**config.mk**
```make
export PLATFORM = sky130hd
export DESIGN_NAME = maze_mem_arbiter
export DESIGN_NICKNAME = d
export VERILOG_FILES = /design/src/rtl/maze_pkg.sv /design/src/rtl/rr_arbiter2.sv /design/src/rtl/maze_mem_arbiter.sv
export SDC_FILE = /design/constraint.sdc
export NUM_CORES = 1
export LEC_CHECK = 0
export ABC_AREA = 1
export CORE_MARGIN = 4
export CORE_UTILIZATION = 40
export CTS_CLUSTER_SIZE = 30
export DETAILED_ROUTE_END_ITERATION = 10
export GPL_ROUTABILITY_DRIVEN = 0
export PLACE_DENSITY_LB_ADDON = 0.12
export SLEW_MARGIN = 20
export SYNTH_ARGS = -nofsm -noshare
export SYNTH_HDL_FRONTEND = slang
export SYNTH_SLANG_ARGS = --single-unit
```
**constraint.sdc**
```tcl
create_clock -name clk -period 1.6 [get_ports clk]
set_input_delay 0.24 -clock clk [delete_from_list [all_inputs] [get_ports clk]]
set_output_delay 0.24 -clock clk [all_outputs]
set_load 0.02 [all_outputs]
```
**src/rtl/maze_pkg.sv**
```systemverilog
// rtl/maze_pkg.sv - shared types and constants for the maze memory arbiter
// Purpose: default index width, arbiter FSM state encoding and requester ids.
package maze_pkg;

  localparam int MAZE_WIDTH = 6;

  typedef enum logic [1:0] {
    ST_IDLE  = 2'd0,
    ST_ISSUE = 2'd1,
    ST_READ  = 2'd2
  } state_e;

  localparam logic REQ_SOLVER = 1'b0;
  localparam logic REQ_HOST   = 1'b1;

endpackage

```
**src/rtl/rr_arbiter2.sv**
```systemverilog
// rtl/rr_arbiter2.sv - two-way round-robin winner selection
// Purpose: purely combinational pick between two requesters.
// Ports:
//   req_i      [1:0] request vector, bit k = requester k
//   last_gnt_i       id of the requester granted most recently
//   gnt_o      [1:0] one-hot winner, all zero when nobody requests
module rr_arbiter2
  import maze_pkg::*;
(
  input  logic [1:0] req_i,
  input  logic       last_gnt_i,
  output logic [1:0] gnt_o
);

  always_comb begin
    gnt_o = 2'b00;
    case (req_i)
      2'b01:   gnt_o = 2'b01;
      2'b10:   gnt_o = 2'b10;
      // On contention the requester that was not served last time wins.
      2'b11:   gnt_o = (last_gnt_i == REQ_HOST) ? 2'b01 : 2'b10;
      default: gnt_o = 2'b00;
    endcase
  end

endmodule

```
**src/rtl/maze_mem_arbiter.sv**
```systemverilog
// rtl/maze_mem_arbiter.sv - shares the single maze memory port between two requesters
// Purpose: round-robin arbitration of single-cell read/write commands from the
// wall-following solver (requester 0) and the loader/scanner (requester 1).
// Ports:
//   clk, rst_n                 clock, asynchronous active-low reset
//   req{0,1}_i, we{0,1}_i      command request and write flag, held with req
//   row{0,1}_i, col{0,1}_i     cell address of each requester
//   gnt{0,1}_o                 one-cycle command-accepted pulse
//   rvalid{0,1}_o, rdata{0,1}_o read data return, rdata held until next read
//   row_o, col_o               registered memory address
//   maze_oe_o, maze_we_o       registered one-cycle read / write enables
//   maze_in_i                  memory read data, valid the cycle after maze_oe
module maze_mem_arbiter
  import maze_pkg::*;
#(
  parameter int maze_width = MAZE_WIDTH
) (
  input  logic                  clk,
  input  logic                  rst_n,
  input  logic                  req0_i,
  input  logic                  we0_i,
  input  logic [maze_width-1:0] row0_i,
  input  logic [maze_width-1:0] col0_i,
  input  logic                  req1_i,
  input  logic                  we1_i,
  input  logic [maze_width-1:0] row1_i,
  input  logic [maze_width-1:0] col1_i,
  output logic                  gnt0_o,
  output logic                  gnt1_o,
  output logic                  rvalid0_o,
  output logic                  rvalid1_o,
  output logic                  rdata0_o,
  output logic                  rdata1_o,
  output logic [maze_width-1:0] row_o,
  output logic [maze_width-1:0] col_o,
  output logic                  maze_oe_o,
  output logic                  maze_we_o,
  input  logic                  maze_in_i
);

  state_e                state_q, state_d;
  logic                  last_gnt_q, last_gnt_d;
  logic [maze_width-1:0] row_q, row_d;
  logic [maze_width-1:0] col_q, col_d;
  logic                  oe_q, oe_d;
  logic                  we_q, we_d;
  logic                  gnt0_q, gnt0_d;
  logic                  gnt1_q, gnt1_d;
  logic                  rvalid0_q, rvalid0_d;
  logic                  rvalid1_q, rvalid1_d;
  logic                  rdata0_q, rdata0_d;
  logic                  rdata1_q, rdata1_d;
  logic [1:0]            win;

  rr_arbiter2 u_arb (
    .req_i      ({req1_i, req0_i}),
    .last_gnt_i (last_gnt_q),
    .gnt_o      (win)
  );

  always_comb begin
    state_d    = state_q;
    last_gnt_d = last_gnt_q;
    row_d      = row_q;
    col_d      = col_q;
    oe_d       = 1'b0;
    we_d       = 1'b0;
    gnt0_d     = 1'b0;
    gnt1_d     = 1'b0;
    rvalid0_d  = 1'b0;
    rvalid1_d  = 1'b0;
    rdata0_d   = rdata0_q;
    rdata1_d   = rdata1_q;

    case (state_q)
      ST_IDLE: begin
        if (win[0]) begin
          row_d      = row0_i;
          col_d      = col0_i;
          oe_d       = ~we0_i;
          we_d       = we0_i;
          gnt0_d     = 1'b1;
          last_gnt_d = REQ_SOLVER;
          state_d    = ST_ISSUE;
        end else if (win[1]) begin
          row_d      = row1_i;
          col_d      = col1_i;
          oe_d       = ~we1_i;
          we_d       = we1_i;
          gnt1_d     = 1'b1;
          last_gnt_d = REQ_HOST;
          state_d    = ST_ISSUE;
        end
      end
      // The registered command is on the memory port during this state.
      ST_ISSUE: state_d = we_q ? ST_IDLE : ST_READ;
      // last_gnt still names the owner of the read in flight.
      ST_READ: begin
        if (last_gnt_q == REQ_SOLVER) begin
          rdata0_d  = maze_in_i;
          rvalid0_d = 1'b1;
        end else begin
          rdata1_d  = maze_in_i;
          rvalid1_d = 1'b1;
        end
        state_d = ST_IDLE;
      end
      default: state_d = ST_IDLE;
    endcase
  end

  always_ff @(posedge clk or negedge rst_n) begin
    if (!rst_n) begin
      state_q    <= ST_IDLE;
      last_gnt_q <= REQ_HOST;
      row_q      <= '0;
      col_q      <= '0;
      oe_q       <= 1'b0;
      we_q       <= 1'b0;
      gnt0_q     <= 1'b0;
      gnt1_q     <= 1'b0;
      rvalid0_q  <= 1'b0;
      rvalid1_q  <= 1'b0;
      rdata0_q   <= 1'b0;
      rdata1_q   <= 1'b0;
    end else begin
      state_q    <= state_d;
      last_gnt_q <= last_gnt_d;
      row_q      <= row_d;
      col_q      <= col_d;
      oe_q       <= oe_d;
      we_q       <= we_d;
      gnt0_q     <= gnt0_d;
      gnt1_q     <= gnt1_d;
      rvalid0_q  <= rvalid0_d;
      rvalid1_q  <= rvalid1_d;
      rdata0_q   <= rdata0_d;
      rdata1_q   <= rdata1_d;
    end
  end

  assign gnt0_o    = gnt0_q;
  assign gnt1_o    = gnt1_q;
  assign rvalid0_o = rvalid0_q;
  assign rvalid1_o = rvalid1_q;
  assign rdata0_o  = rdata0_q;
  assign rdata1_o  = rdata1_q;
  assign row_o     = row_q;
  assign col_o     = col_q;
  assign maze_oe_o = oe_q;
  assign maze_we_o = we_q;

endmodule

```
======== Word level (Yosys, flattened, before mapping) ========
Index checks and enable logic that the tools add are counted.
storage, ports and cells
  register bits ........................... 23
  word-level logic and storage cells ...... 53
  output and inout port bits .............. 20
cells by class
  bitwise gates (word level) .............. 3
  multiplexer cells ....................... 27
  reduce and logical (&&, ||, !) cells .... 5
  equality and inequality tests ........... 6
operators by type and width
  cell                                                                     count
  6-bit two-way mux                                                        4
  1-bit two-way mux                                                        17
  2-bit two-way mux                                                        4
  2-bit == test, second input constant                                     3
  2-bit one-hot mux with 3 select lines                                    1
  2-bit AND reduction                                                      3
  2-bit by 1-bit == test with 1-bit output, second input constant          2
  2-bit one-hot mux with 2 select lines                                    1
  3-bit by 1-bit inequality test with 1-bit output, second input constant  1
  1-bit NOT                                                                3
  2-bit logical NOT                                                        1
  2-bit nonzero test                                                       1

======== Logic depth before layout (Yosys ltp) ========
Gate-level depths: netlist of run 1.
  word-level depth ........................ 5
  depth in mapped cells ................... 7

======== Modules after synthesis ========
From an unflattened synthesis of run 1, not the netlist that was laid out.
unflattened totals
  cells, all modules ...................... 137
  area, all modules ....................... 1044.8 sq um
modules (own cells, without submodules)
  module            times used  area an instance (sq um)  cells each
  maze_mem_arbiter  1           1023.5                    132
  rr_arbiter2       1           21.3                      5

======== Worst setup path after synthesis of run 1 ========
No wires, ideal clock.
  kind .................................... flip-flop to flip-flop
  start point ............................. register last_gnt_q
  end point ............................... register col_q[0], in the netlist col_o[0]
  path buffers ............................ 1
  required time ........................... 1.483 ns
  arrival time ............................ 1.020 ns
  path slack .............................. 0.462 ns
  stages on the path, launching flop included .. 7
  clock period less this slack ............ 1.138 ns
  cells stage by stage .................... dfstp_2 > nand2_1 > nand2_1 > buf_2 > nand2_1 > nand3_1 > nand2_1
between the ends
  longest elaborated chain between the ends .. 4
  elaborated cells on any way between the ends .. 5
  classes of those cells .................. 3 x mux; 2 x reduce/logical
ends and longest elaborated chain
  what                                       RTL line                 source
  start, declared                            maze_mem_arbiter.sv:42   logic last_gnt_q, last_gnt_d;
  start signal, assigned                     maze_mem_arbiter.sv:128  last_gnt_q <= last_gnt_d;
  2-bit two-way mux (*)                      rr_arbiter2.sv:21        2'b11: gnt_o = (last_gnt_i == REQ_HOST) ? 2'b01 : 2'b10;
  2-bit one-hot mux with 3 select lines (*)  rr_arbiter2.sv:17        case (req_i)
  2-bit nonzero test (no source line)        -
  2-bit AND reduction (no source line)       -
  end signal, assigned                       maze_mem_arbiter.sv:130  col_q <= col_d;
  end, declared                              maze_mem_arbiter.sv:44   logic [maze_width-1:0] col_q, col_d;
Every way passes the cells marked *; elsewhere a longest branch is shown, timed or not.
A chain may end at the register's enable or synchronous reset.

======== Worst setup path after layout of run 1 ========
  start point ............................. register row_q[4], in the netlist row_o[4]
  end point ............................... output row_o[4]
RTL lines
  what                    RTL line                 source
  start, declared         maze_mem_arbiter.sv:43   logic [maze_width-1:0] row_q, row_d;
  start signal, assigned  maze_mem_arbiter.sv:129  row_q <= row_d;
  end, declared           maze_mem_arbiter.sv:34   output logic [maze_width-1:0] row_o,
No word-level cell between the ends.

==> results.sh, run 1 <==
export IMPL_status="finished clean"
export IMPL_r2r_end="row_o[0]$_DFFE_PN0P_"
export IMPL_hold_viol_final=0
export IMPL_drive_above_1_share=0.05528
export IMPL_rsz0062_at_grt="false"
export IMPL_dpl_cell_count=225
export IMPL_antenna_found_initial=0
export IMPL_clock_skew_ps=2.299
export IMPL_syn_nets=178
export IMPL_post_dp_hpwl_mm=2.085
export IMPL_synth_seq_cells=23
export IMPL_viasPerCell=4.712
export IMPL_grt_ovfl_total=0
export IMPL_grt_max_degree=16
export IMPL_fin_setup_tns_ps=0
export IMPL_layout_min_cycle_time_ps=1540
export IMPL_place_area_mm2=0.001649
export IMPL_instances_no_fill=229
export IMPL_dieArea_mm2=0.003692
export IMPL_fin_nets=231
export IMPL_final_util=0.6555
export IMPL_crit_chain="clkdlybuf4s50_1"
export IMPL_core_mm2=0.002567
export IMPL_crit_type="reg2out"
export IMPL_wl_met3_um=283
export IMPL_worst_hold_slack_ps=146.0
export IMPL_power_density_mw_per_mm2=1544
export IMPL_dr_pass1_iters=4
export IMPL_clkTransAtPathRegs_ps=120
export IMPL_die_w_um=60.76
export IMPL_pre_cts_ws_ps=-69.92
export IMPL_total_power_mw=2.599
export IMPL_cp_buffers_inverters=1
export IMPL_track_usage=0.1529
export IMPL_cts_buffers=3
export IMPL_worstSkewPairLatency_ps=300
export IMPL_start_util=0.4337
export IMPL_setup_viol=0
export IMPL_drt_iter0_markers=32
export IMPL_slew_headroom=0.6524
export IMPL_cts_root_buffer_cell="clkbuf_4"
export IMPL_synth_area_mm2=0.001114
export IMPL_r2r_setup_slack_ps=180
export IMPL_layout_common_cells="clkdlybuf4s50_1 (47), nand2_1 (45), inv_1 (33)"
export IMPL_cts_tree="built"
export IMPL_cp_max_fo=2
export IMPL_cts_sinks=23
export IMPL_max_freq_ghz=0.6492
export IMPL_reg2reg_from="state_q[1]$_DFFE_PN0P_"
export IMPL_wl_per_cell_um=11.68
export IMPL_crit_path_start_kind="flip-flop"
export IMPL_crit_slowest_cell="clkdlybuf4s50_1"
export IMPL_critPathTopFamily="buffers and inverters"
export IMPL_highest_layer="met4"
export IMPL_areaGrowthSynthToFinish_pct=51.12
export IMPL_yosysSeqAreaShare=0.5180
export IMPL_critPathMaxStageDelay_ps=610
export IMPL_rows=18
export IMPL_hold_path_class="in2async"
export IMPL_layout_commonest_cell="clkdlybuf4s50_1"
export IMPL_grt_pass1_vias=938
export IMPL_io_pins=51
export IMPL_reg2reg_depth=6
export IMPL_cts_buffer_depth=2
export IMPL_met2_length_mm=1.255
export IMPL_antenna_cells=0
export IMPL_ant_nets=0
export IMPL_cts_hold_buf=0
export IMPL_vdd_drop_max_uv=946.1
export IMPL_maxCapViolCount=0
export IMPL_htreeDepth=1
export IMPL_io_buffers=50
export IMPL_grt_pass1_wl_mm=4.133
export IMPL_drt_met1_wl_mm=1.117
export IMPL_drc_errors=0
export IMPL_crit_path_end_kind="output port"
export IMPL_worst_pin_slew_ps=519.9
export IMPL_synth_distinct_cells=13
export IMPL_fin_area_mm2=0.001683
export IMPL_ys_warnings_count=0
export IMPL_required_ps=1360
export IMPL_nFillCells=223
export IMPL_synthCells=147
export IMPL_dieHeight_um=60.76
export IMPL_drt_total_wl_mm=2.675
export IMPL_drv_slew=0
export IMPL_layout_setup_ws_ps=59.74
export IMPL_vias=1079
export IMPL_arrival_ps=1300
export IMPL_avgSynthCellArea_um2=7.575
export IMPL_fin_crit_sh=0.9627
export IMPL_p_leak_nw=0.9543
[cell families after synthesis]
logic type / synth area share
compound gates: 0.02247
buf+inv: 0.1517
flops: 0.5180
simple gates: 0.3079
[report_power, final]
part / switching [mW] / internal (mW) / total [mW]
Sequential: 0.149 / 0.843 / 0.992
Combinational: 0.740 / 0.608 / 1.35
Clock: 0.161 / 0.0973 / 0.258
Total: 1.05 / 1.55 / 2.60
[area by class of cell]
type / count / area, um^2 / share of cell area
flip-flops and latches: 23 / 576.8 / 0.3428
inverters: 35 / 131.4 / 0.07807
multi-input cells: 84 / 367.9 / 0.2186
repair buffers: 53 / 543.0 / 0.3227
well taps: 30 / 37.54 / 0.02230
clock buffers: 4 / 26.28 / 0.01561
[cell usage after synthesis]
library cell / number / area share
o21ai_0: 5 / 0.022
nor2_1: 3 / 0.010
nand3_1: 28 / 0.13
nor2_4: 1 / 0.010
inv_2: 2 / 0.0067
dfrtp_1: 22 / 0.49
nor2_2: 1 / 0.0056
dfstp_2: 1 / 0.024
nand2_1: 45 / 0.15
nor3_1: 1 / 0.0045
inv_1: 33 / 0.11
buf_6: 2 / 0.020
buf_2: 3 / 0.013
[worst max-delay path by stage]
stage	slack, ps	from	end	depth (start not counted)
global placement	-7	req0_i	row_o[2]$_DFFE_PN0P_	6
floorplan	460	last_gnt_q$_DFFE_PN1P_	col_o[0]$_DFFE_PN0P_	6
CTS	30	row_o[3]$_DFFE_PN0P_	row_o[3]	1
global route	6	row_o[4]$_DFFE_PN0P_	row_o[4]	1
detailed placement	-70	req0_i	row_o[0]$_DFFE_PN0P_	6
finish	60	row_o[4]$_DFFE_PN0P_	row_o[4]	1
[what timing repair did]
| item | in CTS | in global routing |
|---|---|---|
| setup buffers | 0 | 0 |
| endpoints found under the setup margin | 0 | 3 |
| gates resized for setup | 0 | 3 |
[per-layer routing]
metal  GRT usage  vias to the layer above
met3     0.05106                        2
met2      0.2412                       44
met5           0                        -
met4     0.04334                        0
met1      0.2011                      488
li1            -                      545
Power figures use the tool's default switching activity.
==> run 2, diff against run 1 <==
- CORE_UTILIZATION: 40 -> 44
- clock period: 1.6 -> 1.83 ns (I/O delays scaled with it)
==> run 2 against run 1 <==
Net effect:
- first-iteration DRC count decreased by 50%
- total power decreased by 12%
- critical path depth unchanged
- via count decreased by 2.8%
==> results.sh, run 2 (synthesized netlist as in run 1, its figures left out) <==
export IMPL_status="finished clean"
export IMPL_clkTransAtPathRegs_ps=120
export IMPL_p_int_mw=1.353
export IMPL_crit_slowest_cell="clkdlybuf4s50_1"
export IMPL_dieArea_mm2=0.003399
export IMPL_drive_above_1_share=0.05556
export IMPL_io_pins=51
export IMPL_cp_max_fo=2
export IMPL_cts_setup_buffers=0
export IMPL_cp_buffers_inverters=1
export IMPL_drc_errors=0
export IMPL_critPathMaxStageDelay_ps=610
export IMPL_layout_common_cells="clkdlybuf4s50_1 (50), nand2_1 (45), inv_1 (33)"
export IMPL_antenna_cells=0
export IMPL_cts_root_buffer_cell="clkbuf_4"
export IMPL_drv_slew=0
export IMPL_dpl_cell_count=222
export IMPL_critPathTopFamily="buffers and inverters"
export IMPL_fin_nets=230
export IMPL_grt_ovfl_total=0
export IMPL_layout_min_cycle_time_ps=1568
export IMPL_layout_commonest_cell="clkdlybuf4s50_1"
export IMPL_rows=17
export IMPL_arrival_ps=1290
export IMPL_ant_nets=0
export IMPL_crit_path_start_kind="flip-flop"
export IMPL_track_usage=0.1729
export IMPL_hold_path_class="in2async"
export IMPL_power_density_mw_per_mm2=1376
export IMPL_antenna_found_initial=0
export IMPL_ctsResizeCount=0
export IMPL_worst_pin_slew_ps=463.5
export IMPL_cts_buffers=3
export IMPL_hold_viol_final=0
export IMPL_required_ps=1560
export IMPL_drt_total_wl_mm=2.683
export IMPL_fin_crit_sh=0.8569
export IMPL_areaGrowthSynthToFinish_pct=48.54
export IMPL_nFillCells=189
export IMPL_crit_path_end_kind="output port"
export IMPL_post_dp_hpwl_mm=2.082
export IMPL_p_leak_nw=0.9119
export IMPL_io_buffers=50
export IMPL_pwr_share_clk=0.099
export IMPL_grt_pass1_vias=1053
export IMPL_viasPerCell=4.642
export IMPL_crit_chain="clkdlybuf4s50_1"
export IMPL_core_mm2=0.002318
export IMPL_cts_buffer_depth=2
export IMPL_clock_skew_ps=3.751
export IMPL_wl_per_cell_um=11.87
export IMPL_cts_tree="built"
export IMPL_max_freq_ghz=0.6377
export IMPL_vias=1049
export IMPL_slew_headroom=0.6901
export IMPL_maxCapViolCount=0
export IMPL_die_w_um=58.31
export IMPL_grt_pass1_wl_mm=4.519
export IMPL_setup_worst_path_start="row_o[3]$_DFFE_PN0P_"
export IMPL_dr_pass1_iters=4
export IMPL_fin_setup_tns_ps=0
export IMPL_instances_no_fill=226
export IMPL_p_switching_mw=0.9222
export IMPL_grt_max_degree=24
export IMPL_start_util=0.4803
export IMPL_cts_sinks=23
export IMPL_pwr_share_comb=0.521
export IMPL_dieHeight_um=58.31
export IMPL_worstSkewPairLatency_ps=300
export IMPL_setup_viol=0
export IMPL_htreeDepth=1
export IMPL_crit_type="reg2out"
export IMPL_rsz0062_at_grt="false"
export IMPL_netSwitchingFraction=0.4053
export IMPL_drt_iter0_markers=16
export IMPL_vdd_drop_max_uv=829.8
export IMPL_seq_power_share=0.380
export IMPL_reg2reg_from="last_gnt_q$_DFFE_PN1P_"
export IMPL_cts_hold_buf=0
run 2: cell type report:
type                    instances  area (um^2)  area share
repair buffers                 52        515.5      0.3116
well taps                      28        35.03     0.02118
inverters                      35        131.4     0.07942
clock buffers                   3        22.52     0.01362
clock inverters                 1        5.005    0.003026
flip-flops and latches         23        576.8      0.3487
multi-input cells              84        367.9      0.2224
run 2: routing by layer:
layer / GRT usage / routed length [um]
met5: 0 / 0
met3: 0.02632 / 182
met1: 0.2228 / 1167
met4: 0.03974 / 18
met2: 0.3046 / 1315
run 2: through the flow:
| step | total power, mW | utilization | worst slack [ps] | hold slack, ps | area, um^2 |
|---|---|---|---|---|---|
| global route | 2.447 | 0.7134 | 201.2 | 339.0 | 1654 |
| global placement | 2.035 | 0.7016 | 254.0 | 427.4 | 1627 |
| CTS | 2.299 | 0.7134 | 248.2 | 325.4 | 1654 |
| finish | 2.275 | 0.7134 | 261.9 | 313.2 | 1654 |
| detailed placement | 2.069 | 0.7016 | 201.0 | 447.2 | 1627 |
| floorplan | 1.528 | - | 692.3 | -21.09 | 1114 |
run 2: final timing paths:
path	endpoint	slack, ps	cells after the start
setup reg to reg	maze_oe_o$_DFF_PN0_	450	5
setup / recovery	row_o[3]	260	1
hold / removal	rvalid1_o$_DFF_PN0_	310	2
max in group asynchronous	last_gnt_q$_DFFE_PN1P_	1230	2
min in group clk	state_q[1]$_DFFE_PN0P_	460	1
hold reg to reg	state_q[1]$_DFFE_PN0P_	460	1
run 2: power groups by stage:
stage	clock network [mW]	registers (mW)	logic (mW)
floorplan	0	1.10	0.431
global placement	0	0.863	1.17
detailed placement	0	0.874	1.19
CTS	0.231	0.867	1.20
global route	0.256	0.898	1.29
finish	0.226	0.865	1.19
